==> src/rtl/multicycle_sequencer.sv <==
// Multicycle CPU control sequencer: fetch/decode/execute/memory/writeback FSM with ack timeouts.
// Optional feature: define RETIRE_CNT_EN to build the retired-instruction counter.
module multicycle_sequencer #(
   parameter int ACK_TIMEOUT = 8
) (
   input  logic       clk,
   input  logic       rst,
   input  logic [5:0] op_in,
   input  logic       imem_ack,
   input  logic       dmem_ack,
   input  logic       zero,
   output logic       imem_req,
   output logic       dmem_req,
   output logic       dmem_we,
   output logic       ir_write,
   output logic       pc_write,
   output logic [1:0] pc_src,
   output logic       reg_write,
   output logic       jal,
   output logic [1:0] alu_op,
   output logic [3:0] state,
   output logic       halted,
   output logic       fault,
   output logic [15:0] retire_cnt
);

   typedef enum logic [3:0] {
      S_FETCH  = 4'd0,
      S_DECODE = 4'd1,
      S_EXEC   = 4'd2,
      S_MEM    = 4'd3,
      S_WB     = 4'd4,
      S_BRANCH = 4'd5,
      S_JUMP   = 4'd6,
      S_HALT   = 4'd7,
      S_FAULT  = 4'd8
   } state_t;

   localparam logic [5:0] OP_RTYPE = 6'b000000;
   localparam logic [5:0] OP_ADDI  = 6'b001000;
   localparam logic [5:0] OP_LW    = 6'b100011;
   localparam logic [5:0] OP_SW    = 6'b101011;
   localparam logic [5:0] OP_BEQ   = 6'b000100;
   localparam logic [5:0] OP_J     = 6'b000010;
   localparam logic [5:0] OP_JAL   = 6'b000011;
   localparam logic [5:0] OP_HALT  = 6'b111111;

   // Counter value during the last wait cycle we are allowed before faulting.
   localparam logic [7:0] WAIT_LAST = 8'(ACK_TIMEOUT - 1);

   state_t     state_q, state_d;
   logic [5:0] opcode_q, opcode_d;
   logic [7:0] wait_q, wait_d;
   logic       wait_expired;

   function automatic logic is_alu_class(input logic [5:0] op);
      return (op == OP_RTYPE) || (op == OP_ADDI) || (op == OP_LW) || (op == OP_SW);
   endfunction

   function automatic logic is_mem_op(input logic [5:0] op);
      return (op == OP_LW) || (op == OP_SW);
   endfunction

   function automatic logic is_legal(input logic [5:0] op);
      return is_alu_class(op) || (op == OP_BEQ) || (op == OP_J) ||
             (op == OP_JAL) || (op == OP_HALT);
   endfunction

   assign wait_expired = (wait_q == WAIT_LAST);

   always_ff @(posedge clk or posedge rst) begin
      if (rst) begin
         state_q  <= S_FETCH;
         opcode_q <= '0;
         wait_q   <= '0;
      end else begin
         state_q  <= state_d;
         opcode_q <= opcode_d;
         wait_q   <= wait_d;
      end
   end

   // Wait counter only survives while stalled in FETCH/MEM; every other path clears it.
   always_comb begin
      state_d  = state_q;
      opcode_d = opcode_q;
      wait_d   = '0;
      case (state_q)
         S_FETCH: begin
            if (imem_ack) begin
               state_d  = S_DECODE;
               opcode_d = op_in;
            end else if (wait_expired) begin
               state_d = S_FAULT;
            end else begin
               wait_d = wait_q + 8'd1;
            end
         end
         S_DECODE: begin
            if (is_alu_class(opcode_q))                     state_d = S_EXEC;
            else if (opcode_q == OP_BEQ)                    state_d = S_BRANCH;
            else if ((opcode_q == OP_J) || (opcode_q == OP_JAL)) state_d = S_JUMP;
            else if (opcode_q == OP_HALT)                   state_d = S_HALT;
            else                                            state_d = S_FETCH;
         end
         S_EXEC: begin
            state_d = is_mem_op(opcode_q) ? S_MEM : S_WB;
         end
         S_MEM: begin
            if (dmem_ack) begin
               state_d = (opcode_q == OP_SW) ? S_FETCH : S_WB;
            end else if (wait_expired) begin
               state_d = S_FAULT;
            end else begin
               wait_d = wait_q + 8'd1;
            end
         end
         S_WB, S_BRANCH, S_JUMP: state_d = S_FETCH;
         S_HALT:                 state_d = S_HALT;
         S_FAULT:                state_d = S_FAULT;
         default:                state_d = S_FAULT;
      endcase
   end

   // Outputs are forced low while rst is held so nothing leaks during an abandoned instruction.
   always_comb begin
      imem_req  = 1'b0;
      dmem_req  = 1'b0;
      dmem_we   = 1'b0;
      ir_write  = 1'b0;
      pc_write  = 1'b0;
      pc_src    = 2'b00;
      reg_write = 1'b0;
      jal       = 1'b0;
      alu_op    = 2'b00;
      halted    = 1'b0;
      fault     = 1'b0;
      if (!rst) begin
         case (state_q)
            S_FETCH: begin
               imem_req = 1'b1;
               ir_write = imem_ack;
            end
            S_DECODE: begin
               pc_write = !is_legal(opcode_q);
            end
            S_EXEC: begin
               alu_op = (opcode_q == OP_RTYPE) ? 2'b10 : 2'b00;
            end
            S_MEM: begin
               dmem_req = 1'b1;
               dmem_we  = (opcode_q == OP_SW);
               pc_write = dmem_ack && (opcode_q == OP_SW);
            end
            S_WB: begin
               reg_write = 1'b1;
               pc_write  = 1'b1;
            end
            S_BRANCH: begin
               alu_op   = 2'b01;
               pc_write = 1'b1;
               pc_src   = zero ? 2'b01 : 2'b00;
            end
            S_JUMP: begin
               pc_write  = 1'b1;
               pc_src    = 2'b10;
               reg_write = (opcode_q == OP_JAL);
               jal       = (opcode_q == OP_JAL);
            end
            S_HALT:  halted = 1'b1;
            S_FAULT: fault  = 1'b1;
            default: fault  = 1'b1;
         endcase
      end
   end

   assign state = state_q;

`ifdef RETIRE_CNT_EN
   logic [15:0] retire_q, retire_d;

   assign retire_d = pc_write ? retire_q + 16'd1 : retire_q;

   always_ff @(posedge clk or posedge rst) begin
      if (rst) retire_q <= '0;
      else     retire_q <= retire_d;
   end

   assign retire_cnt = retire_q;
`else
   assign retire_cnt = '0;
`endif

endmodule

==> config.mk <==
export PLATFORM = sky130hd
export DESIGN_NAME = multicycle_sequencer
export DESIGN_NICKNAME = d
export VERILOG_FILES = /design/src/rtl/multicycle_sequencer.sv
export SDC_FILE = /design/constraint.sdc
export NUM_CORES = 1
export LEC_CHECK = 0
export ABC_AREA = 1
export CORE_MARGIN = 2
export CORE_UTILIZATION = 48
export DETAILED_ROUTE_END_ITERATION = 6
export PLACE_DENSITY = 0.95
export RECOVER_POWER = 25
export SLEW_MARGIN = 10
export SYNTH_ARGS = -nofsm -noshare
export SYNTH_HDL_FRONTEND = slang
export SYNTH_SLANG_ARGS = --single-unit
==> constraint.sdc <==
create_clock -name clk -period 4.4 [get_ports clk]
set_input_delay 0.88 -clock clk [delete_from_list [all_inputs] [get_ports clk]]
set_output_delay 0.88 -clock clk [all_outputs]
set_load 0.005 [all_outputs]
After elaboration in Yosys (flattened, before gate mapping)

Index checks and enable logic that the tools add are counted.
Widths: inputs -> output; s select.

ROM bits: 0
Memories kept: 0
Output and inout bits: 33
Memory bits (writable): 0
Bits of input ports: 11
Latch bits: 0
Register bits after elaboration: 18
Word-level logic and storage cells: 73

$lt $le $gt $ge: 0
Shift-type cells: 0
Equal/unequal tests: 15
Reductions and logical operators: 16
Divide/modulo/power cells: 0
Add/sub/neg operators: 1
Multiplexer cells: 38
Multipliers: 0
Bitwise logic cells: 0

Operator list:

| cell                | number |
|---|---|
| $mux 8              | 3 |
| $pmux 4 s6          | 1 |
| $eq 6x6->1 const B  | 3 |
| $mux 3              | 6 |
| $mux 1              | 17 |
| $eq 4x3->1 const B  | 4 |
| $pmux 8 s2          | 1 |
| $eq 6x2->1 const B  | 2 |
| $mux 4              | 3 |
| $logic_or 1x1->1    | 9 |
| $add 8x1->8 const B | 1 |
| $eq 4x2->1 const B  | 2 |
| $eq 8x3->1 const B  | 1 |
| $pmux 2 s2          | 2 |
| $reduce_or 8->1     | 1 |
| $eq 6x3->1 const B  | 1 |
| $eq 6x4->1 const B  | 1 |
| $logic_not 6->1     | 1 |
| $mux 2              | 3 |
| $eq 4x1->1 const B  | 1 |
| $logic_not 4->1     | 1 |
| $pmux 1 s3          | 1 |
| $reduce_or 3->1     | 1 |
| $pmux 1 s2          | 1 |
| 3 further kinds     | 3 |

Logic depth before layout (Yosys ltp)

Depth in word-level cells: 11
Gate-level depth with buffers: 8
Depth with buffers taken out: 8

Least setup slack after synthesis

No wires, ideal clock.

Kind: input to output
From: input port rst
To: output port pc_src[0]
Stages on the path: 4
Buffers on the path: 1
Data arrival time: 1.933 ns
Required time: 3.520 ns
Setup slack: 1.587 ns
Path through: clkbuf_1 inv_1 nand2_1 nor3b_1

Word-level cells in the longest chain between the ends: 1

RTL lines:

| item               | RTL line | source |
|---|---|---|
| start: declaration | 7        | `input logic rst,` |
| $mux 2             | 138      | `if (!rst) begin` |
| end: declaration   | 17       | `output logic [1:0] pc_src,` |

No other way between the ends.

Worst setup path after layout

From: input port rst
To: output port alu_op[1]

Word-level cells in the longest chain between the ends: 1

RTL lines:

| item             | RTL line | source |
|---|---|---|
| $mux 2           | 138      |  |
| end: declaration | 20       | `output logic [1:0] alu_op,` |

No other way between the ends.

==> qor.yml <==
cells_and_area:
  final_layout_size_suffix_gt1_share_pct: 10.7
  multi_input_comb_area_um2: 614
  regArea_um2: 450
  final_nets: 210
  fill_cells: 228
  n_antenna_cell: 0
  growth_of_design_area_from_synthesis_to_finish_pct: 22.4
synthesis:
  synth_cell_types: 25
  synth_top_flop_cell: "sky130_fd_sc_hd__dfrtp_1"
  synth_enable_flop_cells: 0
  synth.avg_cell_area_um2: 7.25
  synth-warning-count: 0
  async_reset_ff_share_pct: 100
  syn_inst: 168
  ys_ff_latch: 18
  mappedNetlistArea_um2: 1220
  synth.yosys.seq_area_share_pct: 37.0
sta:
  timing.final.max_slew_violations: 0
  setup_repair_after_global_routing_missed_its_margin: "false"
  final.period_utilization_pct: 79.2
  post-route-min-period_ns: 3.48
  final.setup.worst_slack_ns: 0.916
  clock-skew-final_ns: 0.0112
  hold_viol: 0
  setup_viol_count_final: 0
  fin_setup_tns_ns: 0
  max_clock_freq_ghz: 0.287
critical_path:
  cpLargestDelayFamily: "buffers and inverters"
  endpoint_kind_of_the_worst_setup_timing_path: "output port"
  worst_case_reg_to_reg_path_depth: 3
  crit_fanout: 19
  setup.worst_path.class: "input pin to output port"
  cp_data_arrival_time_ns: 2.60
  worst_r2r_startpoint: "state[0]"
  worst_path_max_delay_cell: "sky130_fd_sc_hd__dlygate4sd3_1"
  path_buf_inv: 4
  worst_ep_required_time_ns: 3.52
  timing.critical_path.cells: "dlygate4sd3_1 > inv_1 > buf_4 > nand4_1 > nor2_1 > clkdlybuf4s50_1"
  r2r_end: "opcode_q[5]"
  crit_path_max_incr_delay_ns: 0.63
  timing.reg2reg.setup_slack_ns: 2.97
  worst_setup_path_start_kind: "input pin"
die:
  core-area_um2: 2430
  start_util_pct: 50.1
  floorplan.rows: 18
  num_io_pins: 44
  fp.dieArea_um2: 2960
  die_h_um: 54.4
  fp.dieW_um: 54.4
detailed_routing:
  wirelength_um: 2330
  drtPass1Iterations: 4
  initialDrtViolationCount: 28
  drt_drc_violations_left: 0
  wire_per_inst_um: 10.3
  count_of_vias_placed_by_the_detailed_router: 1098
  final_antenna_net_count: 0
  via_density: 4.84
power_and_ir_drop:
  power.share.combinational_pct: 6.7
  share_clk_of_total_power_pct: 35.4
  total_switching_power_uw: 60.3
  peakVddDrop_mv: 0.125
  p_sw_share_pct: 21.1
  p_leak_uw: 0.000722
  power.internal_uw: 225
  power_per_cell_area_nw_per_um2: 191
  seq_power_share_pct: 57.9
placement:
  globalplace.congestion: 0.884
  dpl.hpwl_um: 1920
  dpl_worst_slack_ns: 0.990
  portBuffers: 27
min_path:
  hp-class: "register to register"
  whs_endpoint: "wait_q[0]"
  hold_depth: 1
  hold_start: "wait_q[0]"
clocking:
  clock-root-buffer: "sky130_fd_sc_hd__clkbuf_4"
  cts_inserted_buffers: 3
  ctsResizeCount: 0
  cts.repair_timing.setup_buffer_count: 0
  worst_skew_pair.late_latency_ns: 0.30
  h_tree_depth_reported_by_cts: 1
  clock_sink_count: 18
  clockBufferDepth: 2
  tritoncts: "done"
  cts.clk_slew.worst_paths_ns: 0.09
  post_cts_hold_buffer_count: 0
global_routing:
  grt_remaining_overflow: 0
  grt_antenna_before_repair: 0
  grt_pass1_vias: 973
  grt_usage_pct: 17.7
  grt_max_degree: 20
  grt_first_pass_wirelength_um: 3750
run:
  cap_violations: 0
outcome:
  status: "finished clean"
worst max path at each step:
stage          start         to  slack [ns]  cells past startpoint
5_1_grt          rst  alu_op[1]        0.79                      6
3_3_place_gp     rst  alu_op[1]        1.01                      6
4_1_cts          rst  alu_op[1]        0.99                      6
2_1_floorplan    rst  pc_src[0]        1.59                      4
6_report         rst  alu_op[1]        0.92                      6
3_5_place_dp     rst  alu_op[1]        0.99                      6
cell type report:
type | count | share of cell area [%]
multi-input combinational | 127 | 41.2
sequential | 18 | 30.2
timing repair buffer | 28 | 18.6
inverter | 20 | 5.03
tap | 30 | 2.52
clock buffer | 4 | 2.43
flip-flops by register name, indices dropped and copies added, names as in the netlist:
register / cells
state: 4
opcode_q: 6
wait_q: 8
power groups by stage:
| stage | combinational [µW] | sequential [µW] | clock, µW |
|---|---|---|---|
| detailed placement | 19.2 | 169 | 0 |
| global route | 21.7 | 165 | 112 |
| floorplan | 17.6 | 169 | 0 |
| global placement | 19.0 | 169 | 0 |
| finish | 19.0 | 165 | 101 |
| CTS | 19.2 | 165 | 105 |
layer usage:
| metal | part of all wire, % | track usage, % |
|---|---|---|
| met5 | 0 | 0 |
| met4 | 1.3 | 9.58 |
| met3 | 6.6 | 1.91 |
| met2 | 48 | 31.5 |
| met1 | 44 | 20.6 |
cell usage after synthesis (2+ instances only):
cell type	count	area share, %
sky130_fd_sc_hd__a21oi_1	5	2.1
sky130_fd_sc_hd__buf_4	16	9.9
sky130_fd_sc_hd__dfrtp_1	18	37
sky130_fd_sc_hd__inv_1	15	4.6
sky130_fd_sc_hd__inv_2	5	1.5
sky130_fd_sc_hd__mux2_4	2	2.5
sky130_fd_sc_hd__nand2_1	26	8.0
sky130_fd_sc_hd__nand2_2	3	1.5
sky130_fd_sc_hd__nand3_1	13	5.3
sky130_fd_sc_hd__nand4_1	6	3.1
sky130_fd_sc_hd__nor2_1	38	12
sky130_fd_sc_hd__nor2_2	3	1.5
sky130_fd_sc_hd__nor3_1	3	1.2
sky130_fd_sc_hd__o21ai_1	2	0.82
sky130_fd_sc_hd__xor2_1	3	2.2
stage by stage:
step                      instances  power, µW  area (µm²)  hold WS, ns  util (%)
after detailed placement        223        188        1460        0.468      59.8
after floorplan                 183        186        1270        0.430         -
final                           227        285        1490        0.476      61.3
after CTS                       227        290        1490        0.482      61.3
after global placement          223        188        1460        0.446      59.8
after global routing            227        299        1490        0.505      61.3
cell families after synthesis:
| logic type | after synthesis | share of synthesized area [%] |
|---|---|---|
| and+or+nand+nor | 95 | 34.7 |
| buffers and inverters | 38 | 17.2 |
| AOI/OAI and AO/OA | 9 | 4.21 |
| DFF | 18 | 37.0 |
| xor gates and xnor gates | 3 | 2.16 |
| other | 1 | 0.308 |
| muxes | 3 | 3.39 |
| adders and majority gates | 1 | 1.03 |
layout by cell type, fill, tap and decap left out, types with 5 or more instances in the layout:
master and n:
sky130_fd_sc_hd__nor2_1 38, sky130_fd_sc_hd__nand2_1 26, sky130_fd_sc_hd__clkdlybuf4s50_1 26, sky130_fd_sc_hd__dfrtp_1 18, sky130_fd_sc_hd__conb_1 16, sky130_fd_sc_hd__inv_1 15, sky130_fd_sc_hd__nand3_1 13, sky130_fd_sc_hd__nand4_1 6
sky130_fd_sc_hd__inv_2 5, sky130_fd_sc_hd__a21oi_1 5
worst register-to-register path, cell delays in order (launching register included):
cell and delay [ns]:
sky130_fd_sc_hd__dfrtp_1 0.46, sky130_fd_sc_hd__nor2_2 0.21, sky130_fd_sc_hd__nand3_2 0.27, sky130_fd_sc_hd__mux2_1 0.38
Note: power is estimated with default switching activity, not from simulation.
==> patch (same flow settings) <==
Put a register stage on the output `fault`. The value now appears one clock later. The other outputs are not delayed to match.
--- a/src/rtl/multicycle_sequencer.sv
+++ b/src/rtl/multicycle_sequencer.sv
@@ -50,2 +50,4 @@
 
+   logic fault_d;
+
    state_t     state_q, state_d;
@@ -136,3 +138,3 @@
       halted    = 1'b0;
-      fault     = 1'b0;
+      fault_d   = 1'b0;
       if (!rst) begin
@@ -170,4 +172,4 @@
             S_HALT:  halted = 1'b1;
-            S_FAULT: fault  = 1'b1;
-            default: fault  = 1'b1;
+            S_FAULT: fault_d = 1'b1;
+            default: fault_d = 1'b1;
          endcase
@@ -193,2 +195,6 @@
 
+   always_ff @(posedge clk) begin
+      fault <= fault_d;
+   end
+
 endmodule
Formal check against the unedited RTL: not equivalent (Yosys sat finds a counterexample within 10 cycles, from zero or initial values and one cycle with rst high).
==> patch against the original RTL <==
  * Final cell count up 1.8%
  * Sequential cell count up 1
  * Wire length up 7.0%
  * Worst setup slack better by 0.024 ns
  * Power down 1.9%
  * Area after synthesis up 3.0%
  * Design area up 1.5%
  * Sequential share of layout area up 0.87 points
  * Largest cell class unchanged
==> patch: results (changes against the original RTL) <==
largest net degree at the start of global routing 15 (-25%); compound-cell area share of the yosys netlist 0.0429 (+0.000777); arrival time worst endpoint 2.58 ns (-0.02 ns); Lkg Pwr 0.721 nW (about the same); DP Area 1490 um^2 (+2.5%); wire length per cell 10.8 um (+5.2%); Max clock buf depth 2 (unchanged); CTS HTree Levels 1 (unchanged); Worst-Margin Slew 0.755 ns; crit path to reg_write; Peak VDD IR 0.000135 V (+8.4%); Hold Path Depth 1 (unchanged); Critical Path Fanout Max 11 (-8); Distinct cells, synth 29 (+16%); first-pass GRT wire length 4030 um (+7.4%); Final HPWL DP 2070 um (+7.6%); Clock Skews 0.00269 ns (-0.00854 ns); Synth Flop Type dfrtp_1; post-synthesis mux area share 0.0329 (-0.000980); initial antenna violation count 0 (unchanged); postcts setup bufs 0 (unchanged); setup slack on the worst flop-to-flop path 2.99 ns (+0.02 ns); FF-to-FF path depth 3 (unchanged); First DRT Iteration DRCs 25 (-11%); R2R Path End opcode_q[1]$_DFFE_PP0P_; list of most frequent post-synthesis cells 39 x nor2_1, 27 x nand2_1, 18 x dfrtp_1, 16 x buf_4, 16 x nand3_1; GPL Wtd Cong 0.922 (+4.3%); XOR/XNOR share of the synthesized area 0.0209 (-0.000623); vias per inst 4.85 (+0.33%); Synth area leaders dfrtp_1 36%, nor2_1 12%, buf_4 9.6%; Worst-path clk slew 0.10 ns; Hold Startpoint wait_q[0]$_DFF_PP0_; Async S/R FF share, synth 0.947 (-0.0526); gr usage total 0.188 (+0.0109); Synth Area in Adders 0.00997 (-0.000297); CTS Buf Count 3 (unchanged); Pre-antenna DRT Iters 4 (unchanged); status completed; port bufs 27 (unchanged); Layout fillers 219 (-3.9%); Nets 214 (+1.9%); Root Buffer clkbuf_4; post-synthesis sequential area ratio 0.375 (+0.00527); vias in the first global route 1,000 (+2.8%); post-CTS resize count 0 (unchanged); share of cells above drive strength 1 0.0995 (-0.00710); origin of the critical flop-to-flop path state[0]$_DFF_PP0_
patch: critical path: stages:
cell             delay, ns
dlygate4sd3_1         0.67
inv_1                 0.26
nand2_1               0.13
o21ai_1               0.14
clkdlybuf4s50_1       0.51
patch: final cells by class:
class	count	area (um^2)	share of cell area
inverters	19	71.3	0.0471
flip-flops and latches	19	470	0.311
well taps	30	37.5	0.0248
repair buffers	28	274	0.181
clock buffers	4	26.3	0.0174
multi-input cells	131	634	0.419
patch: stage by stage:
| stage | hold WS, ns | worst slack, ns | total power [W] | util | std cells |
|---|---|---|---|---|---|
| finish | 0.472 | 0.940 | 0.000280 | 0.611 | 231 |
| global route | 0.485 | 0.818 | 0.000295 | 0.611 | 231 |
| CTS | 0.473 | 0.987 | 0.000285 | 0.613 | 231 |
| detailed placement | 0.458 | 0.986 | 0.000198 | 0.602 | 227 |
| global placement | 0.447 | 1.02 | 0.000198 | 0.602 | 227 |
| floorplan | 0.430 | 1.89 | 0.000196 | - | 187 |
patch: cells by family (layout without fill, tap and decap cells):
logic type | Yosys count | count (layout)
buffers and inverters | 37 | 51
adder cells (fa/ha/maj) | 1 | 1
AND/OR/NAND/NOR | 99 | 99
multiplexers | 3 | 3
AO/OA/AOI/OAI | 9 | 9
other | 1 | 16
flip-flops | 19 | 19
XOR/XNOR | 3 | 3
patch: per-layer routing:
metal	vias up	share of wire	global-route usage
met5	-	0	0
met4	0	0.030	0.114
met3	10	0.079	0.0349
met2	54	0.47	0.327
met1	482	0.42	0.211
li1	575	-	-
patch: power by group:
part	switching [W]	internal, W
logic	0.0000100	0.00000873
clock network	0.0000511	0.0000352
registers	0.0000000911	0.000175
